===== config.mk =====
export PLATFORM = sky130hd
export DESIGN_NAME = riscv32ima_amo_ctrl
export DESIGN_NICKNAME = d
export VERILOG_FILES = /design/src/rtl/riscv32ima_amo_ctrl.sv
export SDC_FILE = /design/constraint.sdc
export NUM_CORES = 1
export LEC_CHECK = 0
export BUFFER_PORTS_ARGS = -buffer_cell sky130_fd_sc_hd__buf_2
export CAP_MARGIN = 20
export CORE_MARGIN = 1.5
export CORE_UTILIZATION = 50
export CTS_CLUSTER_SIZE = 12
export DETAILED_ROUTE_END_ITERATION = 7
export PLACE_DENSITY = 0.85
export SKIP_CTS_REPAIR_TIMING = 1
export SYNTH_ARGS = -nofsm -noshare
export SYNTH_HDL_FRONTEND = slang
export SYNTH_SLANG_ARGS = --single-unit

===== constraint.sdc =====
create_clock -name clk -period 12.9 [get_ports clk]
set_clock_uncertainty 0.1 [all_clocks]
set_input_delay 1.935 -clock clk [delete_from_list [all_inputs] [get_ports clk]]
set_output_delay 1.935 -clock clk [all_outputs]
set_load 0.1 [all_outputs]

===== src/rtl/riscv32ima_amo_ctrl.sv =====
// RV32A atomic sequencer: runs LR.W / SC.W / AMO*.W read-modify-write on the
// 64-bit data port, holds the LR/SC reservation and returns rd data.
module riscv32ima_amo_ctrl #(
    parameter int unsigned ADDR_WIDTH     = 32,
    parameter int unsigned DATA_WIDTH     = 64,
    parameter int unsigned REG_ADDR_WIDTH = 5,
    parameter int unsigned REG_DATA_WIDTH = 32
) (
    input  logic                      clk,
    input  logic                      rst,
    input  logic                      req_valid,
    output logic                      req_ready,
    input  logic [4:0]                req_func5,
    input  logic [ADDR_WIDTH-1:0]     req_addr,
    input  logic [REG_DATA_WIDTH-1:0] req_data,
    input  logic [REG_ADDR_WIDTH-1:0] req_dst_addr,
    output logic                      rsp_valid,
    input  logic                      rsp_ready,
    output logic [REG_ADDR_WIDTH-1:0] rsp_reg_addr,
    output logic [REG_DATA_WIDTH-1:0] rsp_data,
    output logic                      rsp_err,
    input  logic                      snp_valid,
    input  logic [ADDR_WIDTH-1:0]     snp_addr,
    output logic                      d_ncs,
    output logic                      d_nwe,
    output logic [ADDR_WIDTH-1:0]     d_addr,
    output logic [DATA_WIDTH-1:0]     d_wdata,
    output logic [DATA_WIDTH-1:0]     d_wmask,
    input  logic [DATA_WIDTH-1:0]     d_rdata,
    input  logic                      d_stall
);

    localparam logic [2:0] S_IDLE = 3'd0;
    localparam logic [2:0] S_RD   = 3'd1;
    localparam logic [2:0] S_RDW  = 3'd2;
    localparam logic [2:0] S_WR   = 3'd3;
    localparam logic [2:0] S_RSP  = 3'd4;

    localparam logic [4:0] F_ADD  = 5'b00000;
    localparam logic [4:0] F_LR   = 5'b00010;
    localparam logic [4:0] F_SC   = 5'b00011;
    localparam logic [4:0] F_XOR  = 5'b00100;
    localparam logic [4:0] F_OR   = 5'b01000;
    localparam logic [4:0] F_AND  = 5'b01100;
    localparam logic [4:0] F_MIN  = 5'b10000;
    localparam logic [4:0] F_MAX  = 5'b10100;
    localparam logic [4:0] F_MINU = 5'b11000;
    localparam logic [4:0] F_MAXU = 5'b11100;

    logic [2:0]                r_state;
    logic [4:0]                r_func5;
    logic [ADDR_WIDTH-1:2]     r_addr;
    logic [REG_DATA_WIDTH-1:0] r_data;
    logic [REG_DATA_WIDTH-1:0] r_result;
    logic [REG_ADDR_WIDTH-1:0] r_dst;
    logic                      r_resv_valid;
    logic [ADDR_WIDTH-1:2]     r_resv_addr;

    logic                      r_req_ready;
    logic                      r_rsp_valid;
    logic                      r_rsp_err;
    logic [REG_ADDR_WIDTH-1:0] r_rsp_reg_addr;
    logic [REG_DATA_WIDTH-1:0] r_rsp_data;
    logic                      r_d_ncs;
    logic                      r_d_nwe;
    logic [ADDR_WIDTH-1:0]     r_d_addr;
    logic [DATA_WIDTH-1:0]     r_d_wdata;
    logic [DATA_WIDTH-1:0]     r_d_wmask;

    logic [2:0]                w_state_next;
    logic                      w_accept;
    logic                      w_misaligned;
    logic                      w_resv_hit;
    logic                      w_snp_hit;
    logic [REG_DATA_WIDTH-1:0] w_old;
    logic [REG_DATA_WIDTH-1:0] w_new;
    logic [REG_DATA_WIDTH-1:0] w_wr_word;
    logic                      w_wr_hi;
    logic [REG_DATA_WIDTH-1:0] w_rsp_data;
    logic                      w_rsp_err;
    logic [REG_ADDR_WIDTH-1:0] w_rsp_dst;
    logic                      w_resv_valid_next;
    logic [ADDR_WIDTH-1:2]     w_resv_addr_next;

    assign w_accept     = req_valid & r_req_ready;
    assign w_misaligned = (req_addr[1:0] != 2'b00);
    assign w_resv_hit   = r_resv_valid && (req_addr[ADDR_WIDTH-1:2] == r_resv_addr);
    assign w_old        = r_addr[2] ? d_rdata[DATA_WIDTH-1:REG_DATA_WIDTH]
                                    : d_rdata[REG_DATA_WIDTH-1:0];
    assign w_wr_word    = (r_state == S_IDLE) ? req_data : w_new;
    assign w_wr_hi      = (r_state == S_IDLE) ? req_addr[2] : r_addr[2];

    // AMO combine; unknown funct5 codes (and LR/SC) fall through to SWAP
    always_comb begin
        w_new = r_data;
        case (r_func5)
            F_ADD:   w_new = w_old + r_data;
            F_XOR:   w_new = w_old ^ r_data;
            F_OR:    w_new = w_old | r_data;
            F_AND:   w_new = w_old & r_data;
            F_MIN:   w_new = ($signed(w_old) < $signed(r_data)) ? w_old : r_data;
            F_MAX:   w_new = ($signed(w_old) > $signed(r_data)) ? w_old : r_data;
            F_MINU:  w_new = (w_old < r_data) ? w_old : r_data;
            F_MAXU:  w_new = (w_old > r_data) ? w_old : r_data;
            default: w_new = r_data;
        endcase
    end

    // next state, response payload and reservation update
    always_comb begin
        w_state_next      = r_state;
        w_rsp_data        = '0;
        w_rsp_err         = 1'b0;
        w_rsp_dst         = r_dst;
        w_resv_valid_next = r_resv_valid;
        w_resv_addr_next  = r_resv_addr;
        case (r_state)
            S_IDLE: begin
                w_rsp_dst = req_dst_addr;
                if (w_accept) begin
                    if (w_misaligned) begin
                        w_state_next = S_RSP;
                        w_rsp_err    = 1'b1;
                    end else if (req_func5 == F_SC) begin
                        w_resv_valid_next = 1'b0;
                        if (w_resv_hit) begin
                            w_state_next = S_WR;
                        end else begin
                            w_state_next = S_RSP;
                            w_rsp_data   = REG_DATA_WIDTH'(1);
                        end
                    end else begin
                        w_state_next = S_RD;
                    end
                end
            end
            S_RD: if (d_stall) w_state_next = S_RDW;
            S_RDW: begin
                if (r_func5 == F_LR) begin
                    w_state_next      = S_RSP;
                    w_rsp_data        = w_old;
                    w_resv_valid_next = 1'b1;
                    w_resv_addr_next  = r_addr;
                end else begin
                    w_state_next = S_WR;
                end
            end
            S_WR: begin
                w_rsp_data = r_result;
                if (d_stall) w_state_next = S_RSP;
            end
            S_RSP: if (rsp_ready) w_state_next = S_IDLE;
            default: w_state_next = S_IDLE;
        endcase
        // a snoop hitting the (possibly just-set) reservation always wins
        if (snp_valid && w_snp_hit) w_resv_valid_next = 1'b0;
    end

    assign w_snp_hit = ((snp_addr ^ {w_resv_addr_next, 2'b00}) >> 2) == '0;

    always_ff @(posedge clk) begin
        if (rst) begin
            r_state        <= S_IDLE;
            r_func5        <= '0;
            r_addr         <= '0;
            r_data         <= '0;
            r_result       <= '0;
            r_dst          <= '0;
            r_resv_valid   <= 1'b0;
            r_resv_addr    <= '0;
            r_req_ready    <= 1'b0;
            r_rsp_valid    <= 1'b0;
            r_rsp_err      <= 1'b0;
            r_rsp_reg_addr <= '0;
            r_rsp_data     <= '0;
            r_d_ncs        <= 1'b1;
            r_d_nwe        <= 1'b1;
            r_d_addr       <= '0;
            r_d_wdata      <= '0;
            r_d_wmask      <= '0;
        end else begin
            r_state      <= w_state_next;
            r_resv_valid <= w_resv_valid_next;
            r_resv_addr  <= w_resv_addr_next;
            r_req_ready  <= (w_state_next == S_IDLE);
            r_rsp_valid  <= (w_state_next == S_RSP);
            r_d_ncs      <= !((w_state_next == S_RD) || (w_state_next == S_WR));
            r_d_nwe      <= (w_state_next != S_WR);
            if (w_accept) begin
                r_func5  <= req_func5;
                r_addr   <= req_addr[ADDR_WIDTH-1:2];
                r_data   <= req_data;
                r_dst    <= req_dst_addr;
                r_result <= '0;
                r_d_addr <= {req_addr[ADDR_WIDTH-1:3], 3'b000};
            end
            if (r_state == S_RDW) r_result <= w_old;
            if ((w_state_next == S_WR) && (r_state != S_WR)) begin
                r_d_wdata <= {w_wr_word, w_wr_word};
                r_d_wmask <= w_wr_hi ? {{REG_DATA_WIDTH{1'b0}}, {REG_DATA_WIDTH{1'b1}}}
                                     : {{REG_DATA_WIDTH{1'b1}}, {REG_DATA_WIDTH{1'b0}}};
            end
            if ((w_state_next == S_RSP) && (r_state != S_RSP)) begin
                r_rsp_data     <= w_rsp_data;
                r_rsp_err      <= w_rsp_err;
                r_rsp_reg_addr <= w_rsp_dst;
            end
        end
    end

    assign req_ready    = r_req_ready;
    assign rsp_valid    = r_rsp_valid;
    assign rsp_err      = r_rsp_err;
    assign rsp_reg_addr = r_rsp_reg_addr;
    assign rsp_data     = r_rsp_data;
    assign d_ncs        = r_d_ncs;
    assign d_nwe        = r_d_nwe;
    assign d_addr       = r_d_addr;
    assign d_wdata      = r_d_wdata;
    assign d_wmask      = r_d_wmask;

endmodule


==> out/metrics.cfg, run 1 <==
[run_status]
status=completed

[worst_hold_path]
hold_path_end=r_dst[2]$_SDFFE_PP0P_
hp-class=flop to flop
min-delay-start=r_dst[2]$_SDFFE_PP0P_
min_path_cells=2

[sta]
hold_violations=0
finalSetupTns_ps=0
timing.final.crit_period_ps=5813
rsz0062_at_grt=false
drv_slew=0
setup_violations=0
worst_pin_slew_ps=1141
max_freq_mhz=172.0
max_slew_margin_pct=23.68
min_period_over_period_pct=45.06
worst_hold_slack_ps=356.0

[finish]
synthToLayoutAreaGrowth_pct=12.70
drive_above_1_share_pct=24.03
fin_util_pct=57.77
design_area_mm2=0.01672
final_nets=2331

[logic_synthesis]
synth_top_area_share_pct=28.88
netlist_area_mm2=0.01483
ys_warn_count=0
ys.flop_type=dfxtp_1
async_flop_share_pct=0
synthMostInstantiatedCell=nand2_1
synth_top_area_cell=dfxtp_1
yosysSeqAreaShare_pct=28.88
synth_top_cells_by_area=dfxtp_1 (29%), ha_1 (8.1%), nand2_1 (6.7%)
syn_inst=1894
synth_seq_cells=214
synth_cell_types=85
syn_avg_cell_area_um2=7.831
synth_common_cells=nand2_1 (264), dfxtp_1 (214), a21oi_1 (194), nor2_1 (150), buf_4 (129)
synth-edff-count=0

[critical_path]
arrival_ps=6170
critical_path_class=primary input to flop
cp-end-kind=flop
worstPathMaxFanout=13
r2r_start=r_addr[2]$_SDFFE_PP0P_
start_kind=primary input
rr_worst_depth=13
required_ps=13260
rrSetupSlack_ps=7400
r2r_end=d_wdata[57]$_SDFFE_PP0P_

[clocking]
cts_inserted_buffers=25
clockBufferDepth=3
clk_latency_ps=560
cts_tree=built
htreeDepth=1
clkTransAtPathRegs_ps=60
cts.sinks=214
clockRootBuffer=clkbuf_16

[routing]
drt_iter0_drc=1331
viasPerCell=5.934
drtAntennaViolNets=0
drc=0
wl_per_cell_um=20.25
drtPass1Iterations=6
dr_total_vias=14644
wl_um=49970

[pwr]
clockPowerShare_pct=35.4
switching_share_pct=37.82
power_switching_w=0.0008049
comb_power_share_pct=30.5
leakage_nw=7.046
pwr_density_cell_mw_per_mm2=127.3
vdd_drop_max_v=0.00009696
seqPwrFrac_pct=34.1
p_int_w=0.001323

[global_routing]
grt_pass1_wl_um=75030
antenna_found_initial=10
grt_usage_pct=30.93
grt_overflow=0
grt_pass1_vias=14041
grt_max_degree=106

[placement]
io_buffers=372
gp_congestion=0.9431
dp_hpwl_um=35330
postPlaceCellArea_mm2=0.01583

[floorplan]
die_area_mm2=0.03071
start_util_pct=51.26
rows=62
core-area_mm2=0.02894
ios=378
die_h_um=175.2
chipWidth_um=175.2

[job]
cap_violations=0

## sequential cells by signal (all words and copies together), names as in the netlist
register      count
d_wdata          32
r_data           32
r_result         32
rsp_data         32
r_addr           30
r_resv_addr      30
r_dst             5
r_func5           5
rsp_reg_addr      5
r_state           3
d_wmask           2
d_ncs             1
d_nwe             1
r_resv_valid      1
req_ready         1
rsp_err           1
rsp_valid         1
## worst max path at each step
| stage | from | end | slack [ps] |
|---|---|---|---|
| 2_1_floorplan | d_rdata[35] | d_wdata[43]$_SDFFE_PP0P_ | 7850 |
| 3_3_place_gp | d_rdata[46] | d_wdata[36]$_SDFFE_PP0P_ | 6650 |
| 3_5_place_dp | d_rdata[31] | d_wdata[52]$_SDFFE_PP0P_ | 6680 |
| 4_1_cts | d_rdata[31] | d_wdata[57]$_SDFFE_PP0P_ | 7230 |
| 5_1_grt | d_rdata[31] | d_wdata[54]$_SDFFE_PP0P_ | 6900 |
| 6_report | d_rdata[31] | d_wdata[57]$_SDFFE_PP0P_ | 7090 |
## metrics by stage
step           setup WS [ps]  power, W  instances
6_report                7087  0.002128       2468
4_1_cts                 7234  0.002124       2460
2_1_floorplan           7849  0.001236       1896
3_5_place_dp            6679  0.001376       2414
5_1_grt                 6900  0.002209       2465
3_3_place_gp            6646  0.001364       2413
## cells by family after synthesis
kind of cell | after synthesis | synth area share (%)
simple gates | 605 | 18.33
compound gates | 490 | 21.97
buf+inv | 338 | 12.76
flops | 214 | 28.88
fa+ha+maj | 97 | 8.233
xor+xnor | 80 | 4.775
mux | 69 | 5.028
other cells | 1 | 0.02528
## cell usage in the layout, fill, tap and decap left out, drive strengths merged, types with 5 or more instances in the layout
cell / instances
a311oi: 6
mux2: 24
diode: 7
clkbuf: 36
a21oi: 194
xor2: 40
dfxtp: 214
o21ai: 40
a221o: 9
a31oi: 11
a21o: 19
and3: 7
nor4: 20
nor3: 26
a21boi: 5
or3: 10
o211ai: 26
o21bai: 6
nor2: 153
o2111ai: 7
buf: 393
or2: 6
o31ai: 14
nand2b: 6
nand4: 22
inv: 82
mux2i: 45
ha: 96
and2: 5
nand3: 60
o21a: 10
a221oi: 19
nor2b: 12
xnor2: 40
a22oi: 38
nand2: 265
a211o: 5
a211oi: 46
## critical path: stages
cell      delay [ps]
buf_2            120
mux2_2           350
inv_1            110
ha_1             400
nor4_2           370
nand4_1          330
or2_1            340
nand2b_1         100
o21ai_0           80
nor2_1           480
or2_1            740
buf_4            330
a221oi_1         130
o41ai_2          350
## layer usage
| layer | up-vias | track usage (%) | routed length [um] |
|---|---|---|---|
| met1 | 6864 | 34.61 | 19010 |
| li1 | 6831 | - | - |
| met5 | - | 0 | 51 |
| met3 | 156 | 6.288 | 4286 |
| met4 | 8 | 18.77 | 2786 |
| met2 | 785 | 54.00 | 23840 |
## layout make-up
cell class	instances	area [um^2]
Antenna cell	7	17.52
Inverter	80	300.3
Multi-Input combinational cell	1344	8721
Fill cell	2633	12220
Clock inverter	10	171.4
Timing Repair Buffer	393	2053
Sequential cell	214	4285
Tap cell	384	480.5
Clock buffer	36	686.9
## power by group through the flow
stage | clock network (W) | logic [W] | registers, W
after floorplan | 0 | 0.000386 | 0.000850
after global placement | 0 | 0.000627 | 0.000737
after detailed placement | 0 | 0.000637 | 0.000739
after CTS | 0.000759 | 0.000640 | 0.000725
after global routing | 0.000788 | 0.000691 | 0.000730
final | 0.000753 | 0.000649 | 0.000726
No activity file was read; power rests on OpenSTA's default activity.
==> run 2: changes to the inputs <==
- ABC_AREA: default -> 1
- PLACE_DENSITY: 0.85 -> 0.84
- clock period: 12.9 -> 6.1 ns (I/O delays scaled with it)
==> run 2 against run 1 <==
Net effect: the run now ends with design-rule violations left; global-route usage is 6.1 points higher; hold slack better by 11 ps; critical path type is now flop to flop; count of clock-buffer cells in the layout is 1 lower; design area is 12% higher; core utilization is 0.53 points lower.
==> out/metrics.cfg, run 2 <==
[global_routing]
grt_pass1_vias=17773
antenna_found_initial=8
grt_max_degree=111
grt_pass1_wl_um=98180
grt_overflow=0
grt_usage_pct=36.99

[critical_path]
rr_worst_depth=20
critical_path_class=flop to flop
worstPathMaxFanout=48
required_ps=6420
path_cells=buf_4 > o21ai_0 > ha_1 > inv_1 > nand3_1 > nand3_1 > a21oi_1 > nand2_1 > nand2_4 > nand2_2 > nand2_2 > buf_4 > buf_4 > nand4_1 > nand3_1 > nand3_1 > nand2_1 > nand2_1 > nand2_1 > a21oi_1
start_kind=flop
crit_buf_inv=4
worst_path_largest_cell_delay_ps=950
cp-end-kind=flop
arrival_ps=5760
cp.depth=20
cp_slowest_cell=dfxtp_2
crit_family=simple AND/OR/NAND/NOR gates

[finish]
synthToLayoutAreaGrowth_pct=12.40
final_cell_mix=nand2_1 (583), buf_2 (371), nor2_1 (355), o21ai_0 (218), inv_1 (217)
mostFrequentLayoutCell=nand2_1
final_nets=3088
multiInputGateArea_mm2=0.009991
design_area_mm2=0.01872
fill_cells=3251
ff_latch_area_mm2=0.004285
drive_above_1_share_pct=17.30

[placement]
dp_hpwl_um=47430
gp_congestion=1.014
io_buffers=372
postPlaceCellArea_mm2=0.01788

[sta]
timing.final.crit_period_ps=5437
max_slew_margin_pct=23.94
max_freq_mhz=183.9
drv_slew=0
hold_violations=0
min_period_over_period_pct=89.13
finalSetupTns_ps=0
rsz0062_at_grt=false
setup_violations=0
worst_pin_slew_ps=1141

[logic_synthesis]
ys.flop_type=dfxtp_1
synth-edff-count=0
netlist_area_mm2=0.01665
async_flop_share_pct=0
synth_seq_cells=214
synth_cell_types=52
synth_common_cells=nand2_1 (584), nor2_1 (358), inv_1 (219), o21ai_0 (218), dfxtp_1 (214)
syn_avg_cell_area_um2=6.299
synth_top_cells_by_area=dfxtp_1 (26%), nand2_1 (13%), nor2_1 (8.1%)
synth_top_area_share_pct=25.72
syn_inst=2644
synthMostInstantiatedCell=nand2_1
synth_top_area_cell=dfxtp_1
ys_warn_count=0
yosysSeqAreaShare_pct=25.72

[routing]
drtPass1Iterations=8
drt_iter0_drc=2034
wl_um=65120
dr_total_vias=19155
viasPerCell=5.842
drc=1
drtAntennaViolNets=0
wl_per_cell_um=19.86

[job]
cap_violations=0

[floorplan]
die_h_um=185.5
core-area_mm2=0.03270
die_area_mm2=0.03441
ios=378
chipWidth_um=185.5
rows=66
start_util_pct=50.93

[pwr]
pwr_density_cell_mw_per_mm2=280.1
leakage_nw=9.018
clockPowerShare_pct=29.4
vdd_drop_max_v=0.0002543
power_switching_w=0.002308
switching_share_pct=44.02
comb_power_share_pct=40.9
seqPwrFrac_pct=29.7
p_int_w=0.002935

[clocking]
cts_inserted_buffers=25
clockBufferDepth=3
htreeDepth=1
clkTransAtPathRegs_ps=60
cts_tree=built
cts.sinks=214
clk_latency_ps=560
clockRootBuffer=clkbuf_16

[run_status]
violations=design-rule violations
status=finished with violations

[worst_hold_path]
hp-class=flop to flop
min_path_cells=2

run 2: changes by cell type after synthesis, moves of 24 or more:
cell / previous run / this run
o21ai_0: 36 / 218
xor2_1: 40 / 14
inv_1: 79 / 219
a211oi_1: 43 / 8
o21ai_1: 4 / 38
mux2i_1: 43 / 10
mux2_2: 24 / 0
a32o_1: 0 / 31
nand4_1: 22 / 67
xnor2_1: 39 / 13
nand3_1: 60 / 171
nor2_1: 150 / 358
nand2_1: 264 / 584
a22oi_1: 38 / 0
run 2: worst register-to-register path: stages, from the launching register on:
cell and delay (ps):
dfxtp_2 950, buf_4 410, o21ai_0 440, ha_1 630, inv_1 100, nand3_1 90
nand3_1 80, a21oi_1 130, nand2_1 110, nand2_4 150, nand2_2 350, nand2_2 180
buf_4 280, buf_4 430, nand4_1 200, nand3_1 120, nand3_1 80, nand2_1 60
nand2_1 50, nand2_1 270, a21oi_1 110
run 2: cell type report:
type | instances | area share, %
clock buffer | 35 | 3.596
sequential | 214 | 22.89
multi-input combinational | 1928 | 53.37
timing repair buffer | 416 | 11.72
tap | 442 | 2.954
antenna | 5 | 0.06684
clock inverter | 9 | 0.7753
inverter | 230 | 4.619
run 2: per-layer routing:
metal  vias up  GRT usage [%]  wire length, um
li1       8969              -                -
met1      8700          44.80            24460
met2      1180          58.28            29130
met3       298          8.824             6867
met4         8          24.68             4608
met5         -              0               49
run 2: cell families after synthesis:
group | count (synthesis) | synth area share [%]
flip-flops | 214 | 25.72
other | 1 | 0.02252
adder cells (fa/ha/maj) | 97 | 7.332
XOR/XNOR | 27 | 1.420
multiplexers | 10 | 0.6010
buffers and inverters | 504 | 14.58
AO/OA/AOI/OAI | 561 | 19.38
AND/OR/NAND/NOR | 1230 | 30.94
run 2: power groups by stage:
stage                     Clock (W)  Sequential (W)  Combinational (W)
after floorplan                   0         0.00179            0.00133
after global placement            0         0.00158            0.00205
after detailed placement          0         0.00158            0.00208
after CTS                   0.00155         0.00155            0.00209
after global routing        0.00161         0.00157            0.00230
final                       0.00154         0.00156            0.00215
run 2: per-stage QoR:
stage / hold WS, ps / power [W] / util, % / instances / setup slack (ps)
2_1_floorplan: 339.3 / 0.003111 / - / 2646 / 2643
3_3_place_gp: 347.6 / 0.003626 / 54.68 / 3229 / 1062
3_5_place_dp: 356.6 / 0.003662 / 54.68 / 3229 / 929.4
4_1_cts: 364.5 / 0.005190 / 57.18 / 3273 / 907.9
5_1_grt: 386.3 / 0.005479 / 57.23 / 3277 / 342.6
6_report: 366.6 / 0.005243 / 57.24 / 3279 / 663.0
run 2: final timing paths:
check,startpoint,to,slack (ps)
max reg2reg,r_addr[2]$_SDFFE_PP0P_,d_wdata[52]$_SDFFE_PP0P_,660
max,r_addr[2]$_SDFFE_PP0P_,d_wdata[52]$_SDFFE_PP0P_,660
min,r_result[28]$_SDFFE_PP0P_,r_result[28]$_SDFFE_PP0P_,370
min reg2reg,r_result[28]$_SDFFE_PP0P_,r_result[28]$_SDFFE_PP0P_,370
